===== src/rtl/vga_capture.sv =====
// VGA receive side: recovers pixel/line position from sync edges, verifies timing,
// and streams active RGB444 pixels into a linear frame buffer once locked.
module vga_capture #(
    parameter int unsigned H_ACTIVE = 640,
    parameter int unsigned H_FP     = 16,
    parameter int unsigned H_SYNC   = 96,
    parameter int unsigned H_BP     = 48,
    parameter int unsigned V_ACTIVE = 480,
    parameter int unsigned V_FP     = 10,
    parameter int unsigned V_SYNC   = 2,
    parameter int unsigned V_BP     = 33,
    parameter int unsigned ADDR_W   = 19
) (
    input  logic              clk,
    input  logic              rst_n,
    input  logic              hsync,
    input  logic              vsync,
    input  logic [7:0]        r,
    input  logic [7:0]        g,
    input  logic [7:0]        b,
    output logic              wr_en,
    output logic [ADDR_W-1:0] wr_addr,
    output logic [11:0]       wr_data,
    output logic              frame_done,
    output logic              locked,
    output logic [7:0]        err_cnt
);

    localparam int unsigned H_TOTAL = H_ACTIVE + H_FP + H_SYNC + H_BP;
    localparam int unsigned V_TOTAL = V_ACTIVE + V_FP + V_SYNC + V_BP;

    localparam logic [11:0] H_FIRST   = 12'(H_SYNC + H_BP);
    localparam logic [11:0] H_LASTPX  = 12'(H_SYNC + H_BP + H_ACTIVE - 1);
    localparam logic [9:0]  V_FIRST   = 10'(V_SYNC + V_BP);
    localparam logic [9:0]  V_LASTLN  = 10'(V_SYNC + V_BP + V_ACTIVE - 1);
    localparam logic [10:0] H_LEN_OK  = 11'(H_TOTAL - 1);
    localparam logic [9:0]  V_LEN_OK  = 10'(V_TOTAL - 1);
    localparam logic [ADDR_W-1:0] ADDR_MAX = ADDR_W'(H_ACTIVE * V_ACTIVE - 1);

    typedef enum logic [1:0] {
        SEARCH,
        MEASURE,
        LOCKED
    } state_t;

    state_t            state;
    logic              s1_hs, s1_vs, s2_hs, s2_vs;
    logic [3:0]        s1_r, s1_g, s1_b;
    logic [10:0]       h_cnt;
    logic [9:0]        v_cnt;
    logic              vs_pend;
    logic [ADDR_W-1:0] addr_nxt;

    logic              hs_fall, vs_fall, frame_evt, chk_fail, active;
    logic [11:0]       hpos;
    logic              unused_lsb;

    // Only the upper nibble of each colour reaches the frame buffer.
    assign unused_lsb = ^{r[3:0], g[3:0], b[3:0]};

    always_comb begin
        hs_fall   = s2_hs & ~s1_hs;
        vs_fall   = s2_vs & ~s1_vs;
        frame_evt = hs_fall & (vs_fall | vs_pend);
        chk_fail  = hs_fall & ((h_cnt != H_LEN_OK) | (frame_evt & (v_cnt != V_LEN_OK)));
        // h_cnt lags the s1 sample by one; hpos is the line position of the s1 pixel.
        hpos      = {1'b0, h_cnt} + 12'd1;
        active    = ~hs_fall
                  && (hpos >= H_FIRST) && (hpos <= H_LASTPX)
                  && (v_cnt >= V_FIRST) && (v_cnt <= V_LASTLN);
    end

    always_ff @(posedge clk or negedge rst_n) begin
        if (!rst_n) begin
            s1_hs   <= 1'b1;
            s1_vs   <= 1'b1;
            s2_hs   <= 1'b1;
            s2_vs   <= 1'b1;
            s1_r    <= '0;
            s1_g    <= '0;
            s1_b    <= '0;
            h_cnt   <= '0;
            v_cnt   <= '0;
            vs_pend <= 1'b0;
        end else begin
            s1_hs <= hsync;
            s1_vs <= vsync;
            s2_hs <= s1_hs;
            s2_vs <= s1_vs;
            s1_r  <= r[7:4];
            s1_g  <= g[7:4];
            s1_b  <= b[7:4];

            if (hs_fall)
                h_cnt <= '0;
            else if (h_cnt != '1)
                h_cnt <= h_cnt + 1'b1;

            if (hs_fall) begin
                vs_pend <= 1'b0;
                if (vs_fall || vs_pend)
                    v_cnt <= '0;
                else if (v_cnt != '1)
                    v_cnt <= v_cnt + 1'b1;
            end else if (vs_fall) begin
                vs_pend <= 1'b1;
            end
        end
    end

    always_ff @(posedge clk or negedge rst_n) begin
        if (!rst_n) begin
            state      <= SEARCH;
            locked     <= 1'b0;
            frame_done <= 1'b0;
            err_cnt    <= '0;
            wr_en      <= 1'b0;
            wr_addr    <= '0;
            wr_data    <= '0;
            addr_nxt   <= '0;
        end else begin
            frame_done <= 1'b0;
            wr_en      <= 1'b0;

            case (state)
                SEARCH: begin
                    if (frame_evt)
                        state <= MEASURE;
                end
                MEASURE: begin
                    if (chk_fail) begin
                        state <= SEARCH;
                    end else if (frame_evt) begin
                        state      <= LOCKED;
                        locked     <= 1'b1;
                        frame_done <= 1'b1;
                    end
                end
                LOCKED: begin
                    if (chk_fail) begin
                        state  <= SEARCH;
                        locked <= 1'b0;
                        if (err_cnt != '1)
                            err_cnt <= err_cnt + 1'b1;
                    end else if (frame_evt) begin
                        frame_done <= 1'b1;
                    end
                end
                default: begin
                    state  <= SEARCH;
                    locked <= 1'b0;
                end
            endcase

            if (frame_evt) begin
                addr_nxt <= '0;
                wr_addr  <= '0;
            end else if (state == LOCKED && active) begin
                wr_en   <= 1'b1;
                wr_addr <= addr_nxt;
                wr_data <= {s1_r, s1_g, s1_b};
                if (addr_nxt != ADDR_MAX)
                    addr_nxt <= addr_nxt + 1'b1;
            end
        end
    end

endmodule


===== config.mk =====
export PLATFORM = sky130hd
export DESIGN_NAME = vga_capture
export DESIGN_NICKNAME = d
export VERILOG_FILES = /design/src/rtl/vga_capture.sv
export SDC_FILE = /design/constraint.sdc
export NUM_CORES = 1
export LEC_CHECK = 0
export CAP_MARGIN = 20
export CELL_PAD_IN_SITES_DETAIL_PLACEMENT = 0
export CELL_PAD_IN_SITES_GLOBAL_PLACEMENT = 2
export CORE_UTILIZATION = 27
export DETAILED_ROUTE_END_ITERATION = 7
export GPL_TIMING_DRIVEN = 0
export PLACE_DENSITY_LB_ADDON = 0.1
export SYNTH_ARGS = -nofsm -noshare
export SYNTH_HDL_FRONTEND = slang
export SYNTH_SLANG_ARGS = --single-unit

===== constraint.sdc =====
create_clock -name clk -period 3.3 [get_ports clk]
set_input_delay 0.66 -clock clk [delete_from_list [all_inputs] [get_ports clk]]
set_output_delay 0.66 -clock clk [all_outputs]
set_load 0.005 [all_outputs]

==> out/qor.log, run 1 <==
INFO  sta            worstMarginPinSlew=0.834ns
INFO  logic_synthesis async_flop_share=1.00
INFO  cts            clk_transition_reported_paths=0.08ns
INFO  cts            cts_htree_levels=3
INFO  route          drt-wirelength-per-cell=15.9um
INFO  route          wirelength=12000um
INFO  pwr            total_leakage_power=0.00243uW
INFO  setup_path     cp_max_fo=10
INFO  floorplanning  die_area=18200um^2
INFO  sta            timing.final.crit_period=3.13ns
INFO  cts            cts_tree=yes
INFO  logic_synthesis postSynthNetCount=494
INFO  sta            setup_viol_count_final=0
INFO  grt            via_count_of_the_first_global_routing_pass=3722
INFO  route          route.vias.total=3624
INFO  floorplanning  die_width=135um
INFO  setup_path     timing.setup.critical_path_class=flip-flop to flip-flop
INFO  floorplanning  initial_core_util=0.276
INFO  setup_path     crit_required=3.54ns
INFO  sta            timing.fmax=0.319GHz
INFO  floorplanning  io_pins=70
INFO  setup_path     timing.critical_path.to_type=flip-flop
INFO  pwr            power.density=456nW/um^2
INFO  grt            globalRouteTotalUtil=0.142
INFO  logic_synthesis synth_seq_area_share=0.532
INFO  cts            cts.hold.buffers_added=0
INFO  logic_synthesis ys_ff_latch=101
INFO  cts            clock_tree.buffer_depth=2
INFO  setup_path     crit_buf_inv=4
INFO  grt            globalRouteOverflowTotal=0
INFO  cells_and_area finish.utilization=0.344
INFO  logic_synthesis synthFlopType=sky130_fd_sc_hd__dfrtp_1
INFO  setup_path     critical_path.top_delay_family=compound AO/OA/AOI/OAI gates
INFO  setup_path     timing.critical_path.arrival=3.37ns
INFO  place          place_hpwl=8410um
INFO  place          globalplace.congestion=0.741
INFO  route          average_via_count_per_standard_cell=4.80
INFO  sta            min_period_over_period=0.949
INFO  setup_path     path_cells=ha_1, and4_1, buf_4, mux2i_1, a221o_1, a311o_2, or2_1, buf_2, clkinv_2, buf_6, mux2_1
INFO  cells_and_area fin_nets=563
INFO  sta            final-max-slew-violation-count=0
INFO  route          drcViolationCount=0
INFO  place          port-buffer-count=57
INFO  route          drt-pass1-iter-count=4
INFO  setup_path     timing.critical_path.slowest_cell_delay=0.48ns
INFO  cts            post_cts.repair.setup_buffers=0
INFO  pwr            vdd_drop_max=0.000243V
INFO  cts            clock_insertion_delay_worst_skew=0.36ns
INFO  cells_and_area insertedDiodeCount=0
INFO  setup_path     timing.critical_path.slowest_stage_cell=sky130_fd_sc_hd__a311o_2
INFO  sta            timing_hold_violations_final=0
INFO  sta            slew_headroom=0.430
INFO  pwr            design_power_total=2710uW
INFO  floorplanning  die_h=135um
INFO  route          antenna_left=0
INFO  logic_synthesis synth_warnings=0
INFO  logic_synthesis syn-cell-area=4760um^2
INFO  floorplanning  core_rows=48
INFO  grt            grt_pass1_wl=19800um
INFO  logic_synthesis synth.most_common_cell=sky130_fd_sc_hd__dfrtp_1
INFO  logic_synthesis post_synth_inst_count=456
INFO  route          initialDrtViolationCount=143
INFO  logic_synthesis synth_area_per_cell=10.4um^2
INFO  sta            totalNegativeSetupSlack=0ns
INFO  job            max_capacitance_violation_count=0
INFO  cells_and_area flow.area_growth_from_synthesis=24.7%
INFO  logic_synthesis synth_top_cells_by_count=sky130_fd_sc_hd__dfrtp_1 (97), sky130_fd_sc_hd__inv_1 (32), sky130_fd_sc_hd__nor2_1 (28), sky130_fd_sc_hd__nand2_1 (25)
INFO  logic_synthesis synth_top_area_cell=sky130_fd_sc_hd__dfrtp_1
INFO  worst_hold_path timing.hold.worst.class=flip-flop to flip-flop
INFO  grt            number_of_antenna_violations_at_the_first_check_in_global_routing=0
INFO  cells_and_area drive_above_1_share=0.0736
INFO  cts            clockRootBuffer=sky130_fd_sc_hd__clkbuf_16
INFO  sta            rsz0062_at_grt=false
INFO  cts            tritoncts_num_sinks=101
INFO  sta            clock_skew=0.00779ns
INFO  logic_synthesis netlist_top_cells_area=sky130_fd_sc_hd__dfrtp_1 (51%), sky130_fd_sc_hd__o211ai_1 (3.3%), sky130_fd_sc_hd__xor2_1 (2.8%)
INFO  logic_synthesis synth_top_area_share=0.510
INFO  floorplanning  coreArea=17200um^2
INFO  logic_synthesis synth.distinct_cells=54
INFO  outcome        outcome=finished clean
INFO  grt            grt_max_degree=64
INFO  cts            cts_made_buffers=9
INFO  setup_path     setup.worst_path.start_class=flip-flop
INFO  logic_synthesis synth-edff-count=0
-- cells in the final DEF, fill, tap and decap left out, types with 2 or more instances in the layout --
cell type and count:
sky130_fd_sc_hd__and2_1 3, sky130_fd_sc_hd__nand2b_1 2, sky130_fd_sc_hd__xnor2_1 10, sky130_fd_sc_hd__a211oi_1 3, sky130_fd_sc_hd__o41ai_1 2, sky130_fd_sc_hd__inv_1 32
sky130_fd_sc_hd__clkbuf_1 13, sky130_fd_sc_hd__nor2_1 28, sky130_fd_sc_hd__o21ai_0 23, sky130_fd_sc_hd__nand4_1 12, sky130_fd_sc_hd__o31ai_1 11, sky130_fd_sc_hd__and3_1 8
sky130_fd_sc_hd__nand3_1 17, sky130_fd_sc_hd__o211ai_1 21, sky130_fd_sc_hd__mux2i_1 6, sky130_fd_sc_hd__dfrtp_1 97, sky130_fd_sc_hd__buf_2 6, sky130_fd_sc_hd__mux2_2 4
sky130_fd_sc_hd__clkdlybuf4s50_1 56, sky130_fd_sc_hd__mux2_1 9, sky130_fd_sc_hd__a31oi_1 5, sky130_fd_sc_hd__inv_8 4, sky130_fd_sc_hd__o32ai_1 6, sky130_fd_sc_hd__a21oi_1 23
sky130_fd_sc_hd__dfstp_2 4, sky130_fd_sc_hd__nand2_1 25, sky130_fd_sc_hd__buf_4 2, sky130_fd_sc_hd__ha_1 10, sky130_fd_sc_hd__buf_6 2, sky130_fd_sc_hd__nor2b_1 3
sky130_fd_sc_hd__or3_1 4, sky130_fd_sc_hd__and4_1 5, sky130_fd_sc_hd__xor2_1 15, sky130_fd_sc_hd__buf_1 3, sky130_fd_sc_hd__nor3_1 11, sky130_fd_sc_hd__nor4_1 3
sky130_fd_sc_hd__or4_1 10, sky130_fd_sc_hd__clkbuf_16 9
-- worst reg2reg max path: cells and delay by family (launching register included) --
kind                     cells  cell delay, ns
flip-flops                   1            0.44
buffers and inverters        4            0.60
multiplexers                 2            0.45
AO/OA/AOI/OAI                2            0.83
adder cells (fa/ha/maj)      1            0.26
AND/OR/NAND/NOR              2            0.44
-- where the power goes --
part	internal (uW)	total, uW	switching [uW]	leakage [uW]
combinational	112	250	138	0.000922
sequential	1290	1350	58.8	0.00136
clock	545	1100	558	0.000151
-- area by class of cell --
class,instances,area [um^2]
buffer,25,120
multi-input combinational,297,1980
timing repair buffer,58,588
clock buffer,9,225
tap,225,282
clock inverter,7,78.8
sequential,101,2530
fill,1747,11300
inverter,33,125
-- stage by stage --
step / area (um^2) / setup WS (ns) / hold WS [ns] / std cells
finish: 5930 / 0.170 / 0.374 / 755
floorplan: 4760 / 0.474 / 0.358 / 456
global placement: 5610 / -2.61 / 0.363 / 738
global route: 5930 / 0.00798 / 0.379 / 755
detailed placement: 5630 / 0.117 / 0.364 / 739
CTS: 5930 / 0.111 / 0.376 / 755
-- worst paths after layout --
path	startpoint	to	slack [ns]	cells after the start
worst min-delay path	s1_hs$_DFF_PN1_	s2_hs$_DFF_PN1_	0.37	0
min in group asynchronous	rst_n	wr_addr[13]$_DFFE_PN0P_	0.41	1
worst max register to register	h_cnt[1]$_DFFE_PN0P_	wr_data[7]$_DFFE_PN0P_	0.17	11
worst max-delay path	h_cnt[1]$_DFFE_PN0P_	wr_data[7]$_DFFE_PN0P_	0.17	11
max in group asynchronous	rst_n	s1_hs$_DFF_PN1_	2.12	2
worst min register to register	s1_hs$_DFF_PN1_	s2_hs$_DFF_PN1_	0.37	0
-- flip-flops by register name, indices dropped and copies added (netlist names), 2 cells and up --
register / count
state: 2
h_cnt: 11
v_cnt: 10
wr_addr: 19
wr_data: 12
addr_nxt: 19
s1_r: 4
s1_g: 4
s1_b: 4
err_cnt: 8
-- cells by family (layout without fill, tap and decap cells) --
family / Yosys count / in the layout / share of synthesized area
multiplexers: 19 / 19 / 0.0434
XOR/XNOR: 25 / 25 / 0.0460
AO/OA/AOI/OAI: 105 / 105 / 0.146
adder cells (fa/ha/maj): 10 / 10 / 0.0263
buffers and inverters: 58 / 132 / 0.0515
AND/OR/NAND/NOR: 138 / 138 / 0.155
flip-flops: 101 / 101 / 0.532
-- repair_timing --
action,CTS,global route
resized for setup,0,1
setup endpoints to repair,0,8
hold endpoints to repair,0,0
-- layer usage --
metal  share of wire  global-route usage  vias to the layer above
li1                -                   -                     1790
met1            0.49               0.190                     1758
met2            0.46               0.227                       65
met3           0.031              0.0225                       11
met4           0.017              0.0599                        0
met5               0                   0                        -
No activity file was read; power rests on OpenSTA's default activity.
==> inputs of run 2 (changes only) <==
Settings changed: CORE_UTILIZATION 27 to 35.
Clock period 3.3 ns to 3.45 ns, I/O delays scaled along.
==> out/qor.log, run 2 (same netlist as run 1, synthesis figures left out) <==
INFO  route          average_via_count_per_standard_cell=5.17 [was 4.80]
INFO  grt            number_of_antenna_violations_at_the_first_check_in_global_routing=0 [unchanged]
INFO  cells_and_area most-common-layout-cells=sky130_fd_sc_hd__dfrtp_1 (97), sky130_fd_sc_hd__clkdlybuf4s50_1 (56), sky130_fd_sc_hd__inv_1 (32), sky130_fd_sc_hd__nor2_1 (28), sky130_fd_sc_hd__nand2_1 (25) [unchanged]
INFO  route          met2_wirelength=5150um [was 5560 um]
INFO  grt            globalRouteOverflowTotal=0 [unchanged]
INFO  sta            timing.final.crit_period=3.10ns [was 3.13 ns]
INFO  floorplanning  io_pins=70 [unchanged]
INFO  pwr            power.density=430nW/um^2 [was 456 nW/um^2]
INFO  setup_path     crit_required=3.69ns [was 3.54 ns]
INFO  cts            cts_tree=yes [unchanged]
INFO  cells_and_area most_frequent_standard_cell_in_the_layout_excluding_fill_and_tap_cells=sky130_fd_sc_hd__dfrtp_1 [unchanged]
INFO  route          antenna_left=0 [unchanged]
INFO  place          place_area=5580um^2 [was 5630 um^2]
INFO  route          drt-wirelength-per-cell=15.9um [about the same]
INFO  route          initialDrtViolationCount=152 [was 143]
INFO  floorplanning  die_h=119um [was 135 um]
INFO  cts            tritoncts_num_sinks=101 [unchanged]
INFO  worst_hold_path timing.hold.worst.class=primary input to asynchronous set/reset pin [was flip-flop to flip-flop]
INFO  setup_path     timing.critical_path.arrival=3.34ns [was 3.37 ns]
INFO  sta            setup_viol_count_final=0 [unchanged]
INFO  cts            cts_made_buffers=9 [unchanged]
INFO  cells_and_area final_area=5860um^2 [was 5930 um^2]
INFO  sta            timing.fmax=0.323GHz [was 0.319 GHz]
INFO  cts            clock_insertion_delay_worst_skew=0.35ns [was 0.36 ns]
INFO  sta            final-max-slew-violation-count=0 [unchanged]
INFO  cells_and_area insertedDiodeCount=0 [unchanged]
INFO  route          wirelength=11200um [was 12000 um]
INFO  cts            clock_tree.buffer_depth=2 [unchanged]
INFO  sta            totalNegativeSetupSlack=0ns [unchanged]
INFO  sta            timing_hold_violations_final=0 [unchanged]
INFO  floorplanning  initial_core_util=0.359 [was 0.276]
INFO  setup_path     timing.critical_path.to_type=flip-flop [unchanged]
INFO  place          port-buffer-count=57 [unchanged]
INFO  pwr            total_leakage_power=0.00242uW [was 0.00243 uW]
INFO  route          drcViolationCount=0 [unchanged]
INFO  place          globalplace.congestion=0.788 [was 0.741]
INFO  grt            grt_max_degree=63 [was 64]
INFO  route          route.vias.total=3653 [was 3624]
INFO  cells_and_area flow.area_growth_from_synthesis=23.1% [was 24.7%]
INFO  cells_and_area registers_with_the_highest_flip_flop_counts=addr_nxt (19), wr_addr (19), wr_data (12) [unchanged]
INFO  cts            cts_htree_levels=3 [unchanged]
INFO  setup_path     cp_max_fo=10 [unchanged]
INFO  job            max_capacitance_violation_count=0 [unchanged]
INFO  setup_path     timing.setup.critical_path_class=flip-flop to flip-flop [unchanged]
INFO  setup_path     timing.reg2reg.setup_slack=0.35ns [was 0.17 ns]
INFO  pwr            vdd_drop_max=0.000246V [was 0.000243 V]
INFO  cts            clockRootBuffer=sky130_fd_sc_hd__clkbuf_16 [unchanged]
INFO  sta            clock_skew=0.00722ns [was 0.00779 ns]
INFO  floorplanning  core_rows=42 [was 48]
INFO  grt            via_count_of_the_first_global_routing_pass=3641 [was 3722]
INFO  cts            clk_transition_reported_paths=0.07ns [was 0.08 ns]
INFO  route          drt-pass1-iter-count=4 [unchanged]
INFO  pwr            design_power_total=2520uW [was 2710 uW]
INFO  floorplanning  coreArea=13200um^2 [was 17200 um^2]
INFO  cts            cts_repair_resize_count=0 [unchanged]
INFO  route          wl_met3=445um [was 376 um]
INFO  floorplanning  die_width=119um [was 135 um]
INFO  route          highest-signal-layer=met4 [unchanged]
INFO  grt            globalRouteTotalUtil=0.174 [was 0.142]
INFO  cells_and_area fin_nets=563 [unchanged]
INFO  route          m1WireLength=5500um [was 5870 um]
INFO  cts            post_cts.repair.setup_buffers=0 [unchanged]
INFO  sta            rsz0062_at_grt=false [unchanged]
INFO  sta            timing.hold.ws=0.319ns [was 0.374 ns]
INFO  cells_and_area drive_above_1_share=0.0698 [was 0.0736]
INFO  outcome        outcome=finished clean [unchanged]
INFO  setup_path     setup.worst_path.start_class=flip-flop [unchanged]
INFO  floorplanning  die_area=14100um^2 [was 18200 um^2]
INFO  sta            min_period_over_period=0.899 [was 0.949]
INFO  sta            worstMarginPinSlew=0.975ns [was 0.834 ns]
INFO  cells_and_area finish.utilization=0.442 [was 0.344]
INFO  grt            grt_pass1_wl=19200um [was 19800 um]
INFO  cts            cts.hold.buffers_added=0 [unchanged]
INFO  place          place_hpwl=7850um [was 8410 um]
INFO  sta            slew_headroom=0.350 [was 0.430]
==> run 2: through the flow <==
stage / instances / setup slack (ns)
2_1_floorplan: 456 / 0.624
3_3_place_gp: 689 / -2.30
3_5_place_dp: 690 / 0.319
4_1_cts: 706 / 0.308
5_1_grt: 706 / 0.164
6_report: 706 / 0.349
==> run 2: final cells by class <==
type                            count  area [um^2]
Inverter                           33          125
Timing Repair Buffer               58          596
Sequential cell                   101         2530
Buffer                             25          120
Tap cell                          176          220
Clock inverter                      6         53.8
Clock buffer                       10          229
Fill cell                        1306         7380
Multi-Input combinational cell    297         1980
==> run 2: per-layer routing <==
metal	vias up	GRT usage
li1	1779	-
met4	0	0.0403
met2	70	0.270
met5	-	0
met1	1792	0.239
met3	12	0.0473
==> run 2: path summary, 6_finish.rpt <==
| path | from | end | depth (start not counted) |
|---|---|---|---|
| worst max-delay path | h_cnt[1]$_DFFE_PN0P_ | wr_data[10]$_DFFE_PN0P_ | 11 |
| worst min-delay path | rst_n | wr_addr[15]$_DFFE_PN0P_ | 1 |
| worst max register to register | h_cnt[1]$_DFFE_PN0P_ | wr_data[10]$_DFFE_PN0P_ | 11 |
| worst min register to register | s1_hs$_DFF_PN1_ | s2_hs$_DFF_PN1_ | 0 |
| max in group asynchronous | rst_n | v_cnt[2]$_DFFE_PN0P_ | 2 |
| min in group clk | s1_hs$_DFF_PN1_ | s2_hs$_DFF_PN1_ | 0 |
==> run 2: critical path: stages, from the launching register on <==
cell and delay [ns]:
sky130_fd_sc_hd__dfrtp_1 0.43, sky130_fd_sc_hd__ha_1 0.26, sky130_fd_sc_hd__and4_1 0.20, sky130_fd_sc_hd__buf_4 0.16, sky130_fd_sc_hd__mux2i_1 0.12, sky130_fd_sc_hd__a221o_1 0.35
sky130_fd_sc_hd__a311o_1 0.46, sky130_fd_sc_hd__or2_1 0.24, sky130_fd_sc_hd__buf_2 0.18, sky130_fd_sc_hd__clkinv_2 0.10, sky130_fd_sc_hd__buf_6 0.15, sky130_fd_sc_hd__mux2_1 0.33
==> run 2: power by group <==
part	internal (uW)	total (uW)	switching, uW
combinational	109	239	131
sequential	1240	1290	55.2
clock	504	986	482
